**src/rtl/mdu_sequencer.sv**
```systemverilog
// Iterative unsigned MULTU/DIVU sequencer that borrows the shared ALU one op per cycle.
// Also owns the architectural HI/LO registers and services MTHI/MTLO.
module mdu_sequencer #(
    parameter int W = 32
) (
    input  logic         clk,
    input  logic         reset,
    input  logic         start,
    input  logic [1:0]   op,
    input  logic [W-1:0] rs_val,
    input  logic [W-1:0] rt_val,
    output logic         busy,
    output logic [W-1:0] hi,
    output logic [W-1:0] lo,
    output logic         alu_sel,
    output logic [W-1:0] alu_a,
    output logic [W-1:0] alu_b,
    output logic [2:0]   alu_op,
    input  logic [W-1:0] alu_c
);

    localparam logic [1:0] OP_MULTU = 2'b00;
    localparam logic [1:0] OP_DIVU  = 2'b01;
    localparam logic [1:0] OP_MTHI  = 2'b10;
    localparam logic [1:0] OP_MTLO  = 2'b11;

    localparam logic [2:0] ALU_ADD = 3'b000;
    localparam logic [2:0] ALU_SUB = 3'b001;

    localparam logic [5:0] LAST_CNT = 6'(W - 1);

    typedef enum logic [1:0] {
        S_IDLE,
        S_MUL,
        S_DIV
    } state_t;

    state_t       state_q, state_d;
    logic [5:0]   cnt_q, cnt_d;
    logic         busy_q, busy_d;
    logic [W-1:0] hi_q, hi_d;
    logic [W-1:0] lo_q, lo_d;
    // acc holds P_hi or R, shf holds P_lo or Q, opnd holds M or D
    logic [W-1:0] acc_q, acc_d;
    logic [W-1:0] shf_q, shf_d;
    logic [W-1:0] opnd_q, opnd_d;

    logic [W-1:0] div_t;
    logic         carry;
    logic         borrow;
    logic         qbit;

    assign div_t = {acc_q[W-2:0], shf_q[W-1]};

    always_comb begin
        alu_a  = '0;
        alu_b  = '0;
        alu_op = ALU_ADD;
        case (state_q)
            S_MUL: begin
                alu_a  = acc_q;
                alu_b  = shf_q[0] ? opnd_q : '0;
                alu_op = ALU_ADD;
            end
            S_DIV: begin
                alu_a  = div_t;
                alu_b  = opnd_q;
                alu_op = ALU_SUB;
            end
            default: ;
        endcase
    end

    // Carry-out and borrow recovered from the sign bits since the ALU only returns W bits
    assign carry  = (alu_a[W-1] & alu_b[W-1]) | ((alu_a[W-1] | alu_b[W-1]) & ~alu_c[W-1]);
    assign borrow = (~alu_a[W-1] & alu_b[W-1]) | (~(alu_a[W-1] ^ alu_b[W-1]) & alu_c[W-1]);
    assign qbit   = acc_q[W-1] | ~borrow;

    always_comb begin
        state_d = state_q;
        cnt_d   = cnt_q;
        busy_d  = busy_q;
        hi_d    = hi_q;
        lo_d    = lo_q;
        acc_d   = acc_q;
        shf_d   = shf_q;
        opnd_d  = opnd_q;

        case (state_q)
            S_IDLE: begin
                if (start) begin
                    case (op)
                        OP_MULTU: begin
                            acc_d   = '0;
                            shf_d   = rt_val;
                            opnd_d  = rs_val;
                            cnt_d   = '0;
                            busy_d  = 1'b1;
                            state_d = S_MUL;
                        end
                        OP_DIVU: begin
                            acc_d   = '0;
                            shf_d   = rs_val;
                            opnd_d  = rt_val;
                            cnt_d   = '0;
                            busy_d  = 1'b1;
                            state_d = S_DIV;
                        end
                        OP_MTHI: hi_d = rs_val;
                        OP_MTLO: lo_d = rs_val;
                        default: ;
                    endcase
                end
            end
            S_MUL: begin
                acc_d = {carry, alu_c[W-1:1]};
                shf_d = {alu_c[0], shf_q[W-1:1]};
            end
            S_DIV: begin
                acc_d = qbit ? alu_c : div_t;
                shf_d = {shf_q[W-2:0], qbit};
            end
            default: state_d = S_IDLE;
        endcase

        if (state_q != S_IDLE) begin
            if (cnt_q == LAST_CNT) begin
                hi_d    = acc_d;
                lo_d    = shf_d;
                busy_d  = 1'b0;
                cnt_d   = '0;
                state_d = S_IDLE;
            end else begin
                cnt_d = cnt_q + 6'd1;
            end
        end
    end

    always_ff @(posedge clk) begin
        if (reset) begin
            state_q <= S_IDLE;
            cnt_q   <= '0;
            busy_q  <= 1'b0;
            hi_q    <= '0;
            lo_q    <= '0;
            acc_q   <= '0;
            shf_q   <= '0;
            opnd_q  <= '0;
        end else begin
            state_q <= state_d;
            cnt_q   <= cnt_d;
            busy_q  <= busy_d;
            hi_q    <= hi_d;
            lo_q    <= lo_d;
            acc_q   <= acc_d;
            shf_q   <= shf_d;
            opnd_q  <= opnd_d;
        end
    end

    assign busy    = busy_q;
    assign alu_sel = busy_q;
    assign hi      = hi_q;
    assign lo      = lo_q;

endmodule

```
**config.mk**
```make
export PLATFORM = sky130hd
export DESIGN_NAME = mdu_sequencer
export DESIGN_NICKNAME = d
export VERILOG_FILES = /design/src/rtl/mdu_sequencer.sv
export SDC_FILE = /design/constraint.sdc
export NUM_CORES = 1
export LEC_CHECK = 0
export CORE_MARGIN = 5
export CORE_UTILIZATION = 35
export CTS_BUF_LIST = sky130_fd_sc_hd__clkbuf_8
export CTS_CLUSTER_SIZE = 8
export DETAILED_ROUTE_END_ITERATION = 16
export PLACE_DENSITY = 0.66
export SLEW_MARGIN = 30
export SYNTH_ARGS = -nofsm -noshare
export SYNTH_HDL_FRONTEND = slang
export SYNTH_SLANG_ARGS = --single-unit
```
**constraint.sdc**
```tcl
create_clock -name clk -period 4.88 [get_ports clk]
set_clock_uncertainty 0.15 [all_clocks]
set_input_delay 0.732 -clock clk [delete_from_list [all_inputs] [get_ports clk]]
set_output_delay 0.732 -clock clk [all_outputs]
set_load 0.02 [all_outputs]
```
==> flow_summary.yaml, run 1 <==
worst_setup_path:
  criticalPathCategory: "reg2reg"
  crit_required_ps: 5060
  rr_startpoint: "state_q[0]"
  cp.arrival_ps: 4170
  path_max_fanout: 31
  start_kind: "flip-flop"
  startpoint: "state_q[0]"
  end_kind: "flip-flop"
cells_and_area:
  seq_area_um2: 3380
  final_util_pct: 46.9
  syn_to_final_growth_pct: 31.8
  drive_above_1_share_pct: 15.1
  nets: 1307
  multi_input_area_um2: 5140
  fill_cells: 2468
  fin_cells: 1540
clock_network:
  cts_buffers: 17
  cts_tree: "built"
  ctsRootBufferMaster: "clkbuf_8"
  clkTransAtPathRegs_ps: 100
  cts_hold_buf: 0
  clock_latency_ps: 450
  post_cts_resized: 0
  htree_levels: 4
  postCtsSetupBuffers: 0
  clk_path_buf_depth: 2
  clock-sinks: 169
placed_design:
  hpwl_um: 22600
  gp_congestion: 0.873
  io_buffers: 231
  post-place-cells: 1508
synthesis:
  synth_top_cell_by_area: "dfxtp_1"
  synth-compound-area-share_pct: 31.1
  synth_area_leaders: "dfxtp_1, a22oi_1, nand2_1, a31o_2, a221oi_2"
  ys_async_sr_fraction_pct: 0
  yosys_warnings: 0
  synth.distinct_cells: 45
  synth_xor_xnor_area_share_pct: 0
  synthFlopType: "dfxtp_1"
  ys_ff_latch: 169
  synth_adder_area_share_pct: 1.25
  avgSynthCellArea_um2: 8.71
  synth_top_family_by_area: "compound AO/OA/AOI/OAI gates"
  synth_simple_gate_area_share_pct: 16.5
  synth_mux_area_share_pct: 7.63
  synth_edf_count: 0
  synth.top_cell.area_share_pct: 37.7
  synth_cells: 1031
  synth_seq_area_share_pct: 37.7
  syn-cell-area_um2: 8980
timing:
  fin_crit_sh_pct: 81.9
  hold_viol_final: 0
  fin_crit_ps: 4000
  worst_slew_pin_slew_ps: 923
  slew_violations: 0
  rsz0062_at_grt: "false"
  setup_tns_ps: 0
  setup-violations-final: 0
  fmax_mhz: 250
  slew_headroom_pct: 38.2
outcome:
  outcome: "complete, no violations"
route:
  firstDrtPassIters: 6
  wl_um: 32100
  ant_nets: 0
  drc: 0
  vias_per_cell: 5.62
  drt-initial-drc-count: 857
  wl_per_cell_um: 20.9
  num_vias: 8660
die:
  core_area_um2: 25300
  die_h_um: 170
  fp.dieW_um: 170
  initial_core_util_pct: 35.6
  rows: 58
  die_area_um2: 29000
  io_pins: 234
power:
  p_leak_nw: 3.94
  powerDensity_nw_per_um2: 264
  ir_drop_v: 0.000187
global_routing:
  first_global_vias: 8421
  antenna_found_initial: 1
  grtUsageTotal_pct: 21.4
  grt_pass1_wl_um: 49600
  overflow: 0
  grt_max_degree: 90
min_path:
  hp-class: "reg2reg"
  holdCritStartpoint: "opnd_q[23]"
run:
  max-cap-violations: 0
==> worst max-delay path: stages, from the launching register on <==
cell and delay [ps]:
dfxtp_1 390, inv_1 110, ha_2 180, buf_4 310, a21oi_1 90, nor2b_2 120, buf_4 270, nand2_1 150
ha_1 310, nand2b_1 180, a21oi_4 220, buf_4 400, mux2_2 390, a222oi_1 470, a21oi_1 120
==> layout make-up <==
class	count	area share, %
multi-input cells	749	43.4
flip-flops and latches	169	28.6
repair buffers	252	20.9
well taps	330	3.49
clock buffers	18	2.09
clock inverters	13	1.23
inverters	8	0.254
diodes	1	0.0211
==> power breakdown <==
part	total (mW)	switching, mW	internal [mW]
Sequential	1.50	0.0520	1.45
Combinational	0.602	0.336	0.266
Clock	1.03	0.552	0.473
Total	3.13	0.940	2.19
==> synth_stat cells, types with 10 or more instances <==
| library cell | instances |
|---|---|
| mux2i_1 | 37 |
| a211oi_1 | 34 |
| nor2b_1 | 40 |
| a221oi_2 | 30 |
| dfxtp_1 | 169 |
| buf_1 | 10 |
| mux2_2 | 28 |
| buf_2 | 27 |
| a222oi_1 | 27 |
| a22oi_1 | 69 |
| a21oi_1 | 66 |
| a31o_2 | 52 |
| clkbuf_1 | 55 |
| nor2_1 | 104 |
| and2_1 | 32 |
| o2bb2ai_1 | 31 |
| nand2_1 | 136 |
==> cell families after synthesis <==
logic type / Yosys count
AO/OA/AOI/OAI: 342
AND/OR/NAND/NOR: 331
flip-flops: 169
buffers and inverters: 114
multiplexers: 65
adder cells (fa/ha/maj): 9
other: 1
==> state kept, by name, summed over array words and instances (netlist names) <==
name     flops
shf_q       32
state_q      2
lo          32
acc_q       32
alu_sel      1
opnd_q      32
hi          32
cnt_q        6
==> metrics by stage <==
stage | cell area (um2) | total power [mW] | setup WS [ps] | hold slack [ps]
detailed placement | 11400 | 2.13 | 921 | 340
finish | 11800 | 3.13 | 882 | 350
CTS | 11800 | 3.15 | 917 | 354
floorplan | 8990 | 1.87 | 1390 | 324
global route | 11800 | 3.27 | 555 | 366
global placement | 11400 | 2.12 | 1090 | 335
==> per-layer routing <==
layer  up-vias  wire, um  track usage, %
li1       4139         -               -
met1      4112     15200            31.5
met2       378     13700            31.4
met3        31      2620            5.30
met4         0       527            5.35
met5         -         0               0
==> path summary, 6_finish.rpt <==
check                             endpoint  slack, ps  cells after the start
worst max-delay path                hi[11]        880                     14
worst min-delay path            opnd_q[23]        350                      2
worst min register to register  opnd_q[23]        350                      2
worst max register to register      hi[11]        880                     14
==> layout by cell type (no fill, tap or decap), types with 7 or more instances in the layout <==
cell type / n
clkdlybuf4s50_1: 230
dfxtp_1: 169
nand2_1: 135
nor2_1: 101
a22oi_1: 69
a21oi_1: 66
a31o_2: 52
nor2b_1: 37
mux2i_1: 37
a211oi_1: 34
o2bb2ai_1: 31
and2_1: 31
a221oi_2: 30
mux2_2: 28
a222oi_1: 27
buf_4: 21
clkbuf_8: 18
a31o_1: 8
inv_1: 7
ha_1: 7
Power figures use the tool's default switching activity.
==> run 2, diff against run 1 <==
==> constraint.sdc (replaced) <==
create_clock -name clk -period 4 [get_ports clk]
set_clock_uncertainty 0.15 [all_clocks]
set_input_delay 0.6 -clock clk [delete_from_list [all_inputs] [get_ports clk]]
set_output_delay 0.6 -clock clk [all_outputs]
set_load 0.02 [all_outputs]
==> run 2 against run 1 <==
Net effect: worst hold slack hardly changed; sequential share of layout area is 0.12 points lower; final cell count is 0.26% higher; final area is 0.43% higher; die area stayed put; flip-flop and latch count stayed put; global-route usage is 0.21 points higher; core utilization is 0.20 points higher; count of clock-buffer cells in the layout stayed put; sequential power is 22% higher; register-to-register slack worse by 190 ps; combinational power is 23% higher; critical path type is now reg2out; largest cell class unchanged.
==> flow_summary.yaml, run 2 (same netlist as run 1, synthesis figures left out) <==
clock_network:
  clock-sinks: 169
  cts_tree: "built"
  clk_path_buf_depth: 2
  postCtsSetupBuffers: 0
  clock_latency_ps: 460
  htree_levels: 4
  cts_buffers: 17
  clkTransAtPathRegs_ps: 100
  post_cts_resized: 0
  ctsRootBufferMaster: "clkbuf_8"
  cts_hold_buf: 0
route:
  ant_nets: 0
  drc: 0
  vias_per_cell: 5.62
  wl_per_cell_um: 21.0
  firstDrtPassIters: 7
  num_vias: 8676
  drt-initial-drc-count: 692
  wl_um: 32500
timing:
  rsz0062_at_grt: "false"
  fin_crit_sh_pct: 89.3
  setup-violations-final: 0
  hold_viol_final: 0
  slew_headroom_pct: 52.5
  setup_slack_ps: 429
  slew_violations: 0
  fin_crit_ps: 3570
  worst_slew_pin_slew_ps: 712
  setup_tns_ps: 0
  fmax_mhz: 280
global_routing:
  antenna_found_initial: 0
  grt_max_degree: 66
  first_global_vias: 8511
  overflow: 0
  grt_pass1_wl_um: 49900
  grtUsageTotal_pct: 21.6
power:
  intPower_mw: 2.62
  power_frac_seq_pct: 48.2
  combinationalPowerShare_pct: 19.5
  swShare_pct: 31.0
  p_leak_nw: 3.97
  clock_power_share_pct: 32.3
  powerDensity_nw_per_um2: 320
  p_sw_mw: 1.18
  ir_drop_v: 0.000167
die:
  fp.dieW_um: 170
  die_area_um2: 29000
  die_h_um: 170
  initial_core_util_pct: 35.6
  rows: 58
  io_pins: 234
  core_area_um2: 25300
worst_setup_path:
  crit_required_ps: 3250
  cp.arrival_ps: 2820
  r2r_cells: 11
  startpoint: "state_q[1]"
  rr_startpoint: "state_q[0]"
  criticalPathCategory: "reg2out"
  start_kind: "flip-flop"
  path_max_fanout: 65
  end_kind: "output pin"
cells_and_area:
  antenna_cells: 0
  final_util_pct: 47.1
  final_cell_mix: "clkdlybuf4s50_1, dfxtp_1, nand2_1"
  drive_above_1_share_pct: 15.4
  syn_to_final_growth_pct: 32.4
  nets: 1311
  layout_commonest_cell: "clkdlybuf4s50_1"
placed_design:
  hpwl_um: 23300
  gp_congestion: 0.878
  io_buffers: 231
  pre_cts_ws_ps: 744
min_path:
  hp-class: "reg2reg"
  holdCritStartpoint: "opnd_q[2]"
  whs_path_depth: 2
outcome:
  outcome: "complete, no violations"
run:
  max-cap-violations: 0
[run 2: through the flow]
| stage | hold slack [ps] | cells | total power [mW] | instance area [um2] |
|---|---|---|---|---|
| floorplan | 324 | 1032 | 2.29 | 8990 |
| detailed placement | 337 | 1512 | 2.61 | 11500 |
| finish | 350 | 1544 | 3.80 | 11900 |
| global route | 367 | 1544 | 3.97 | 11900 |
| global placement | 335 | 1512 | 2.60 | 11500 |
| CTS | 351 | 1544 | 3.83 | 11900 |
[run 2: final cells by class]
type / count / area, um2
Fill cell: 2462 / 13400
Multi-Input combinational cell: 749 / 5130
Sequential cell: 169 / 3380
Timing Repair Buffer: 256 / 2550
Tap cell: 330 / 413
Clock buffer: 18 / 248
Clock inverter: 14 / 138
Inverter: 8 / 30.0
[run 2: worst paths after layout]
check | end | slack, ps
worst min register to register | opnd_q[2] | 350
worst max register to register | hi[3] | 690
worst max-delay path | alu_a[29] | 430
worst min-delay path | opnd_q[2] | 350
[run 2: routing by layer]
| metal | global-route usage [%] | wire, um |
|---|---|---|
| met1 | 31.4 | 15500 |
| met2 | 32.3 | 14100 |
| met3 | 4.79 | 2200 |
| met4 | 6.08 | 661 |
| met5 | 0 | 0 |
[run 2: power by group through the flow]
stage / registers [mW] / clock network, mW / logic (mW)
2_1_floorplan: 1.88 / 0 / 0.407
3_3_place_gp: 1.87 / 0 / 0.729
3_5_place_dp: 1.87 / 0 / 0.738
4_1_cts: 1.83 / 1.26 / 0.740
5_1_grt: 1.84 / 1.32 / 0.798
6_report: 1.83 / 1.23 / 0.741
[run 2: worst max-delay path: stages, from the launching register on]
cell and delay (ps):
dfxtp_1 340, inv_1 160, ha_2 220, buf_4 580, a22oi_1 200, nor2b_1 210
clkdlybuf4s50_1 650
==> run 3, diff against run 2 <==
--- a/config.mk
+++ b/config.mk
@@ -11,7 +11,7 @@
 export CTS_CLUSTER_SIZE = 8
 export DETAILED_ROUTE_END_ITERATION = 16
 export PLACE_DENSITY = 0.66
-export SLEW_MARGIN = 30
+export SLEW_MARGIN = 20
 export SYNTH_ARGS = -nofsm -noshare
 export SYNTH_HDL_FRONTEND = slang
 export SYNTH_SLANG_ARGS = --single-unit
==> results of run 3 <==
Final layout, timing and power as in run 2 (identical DEF).
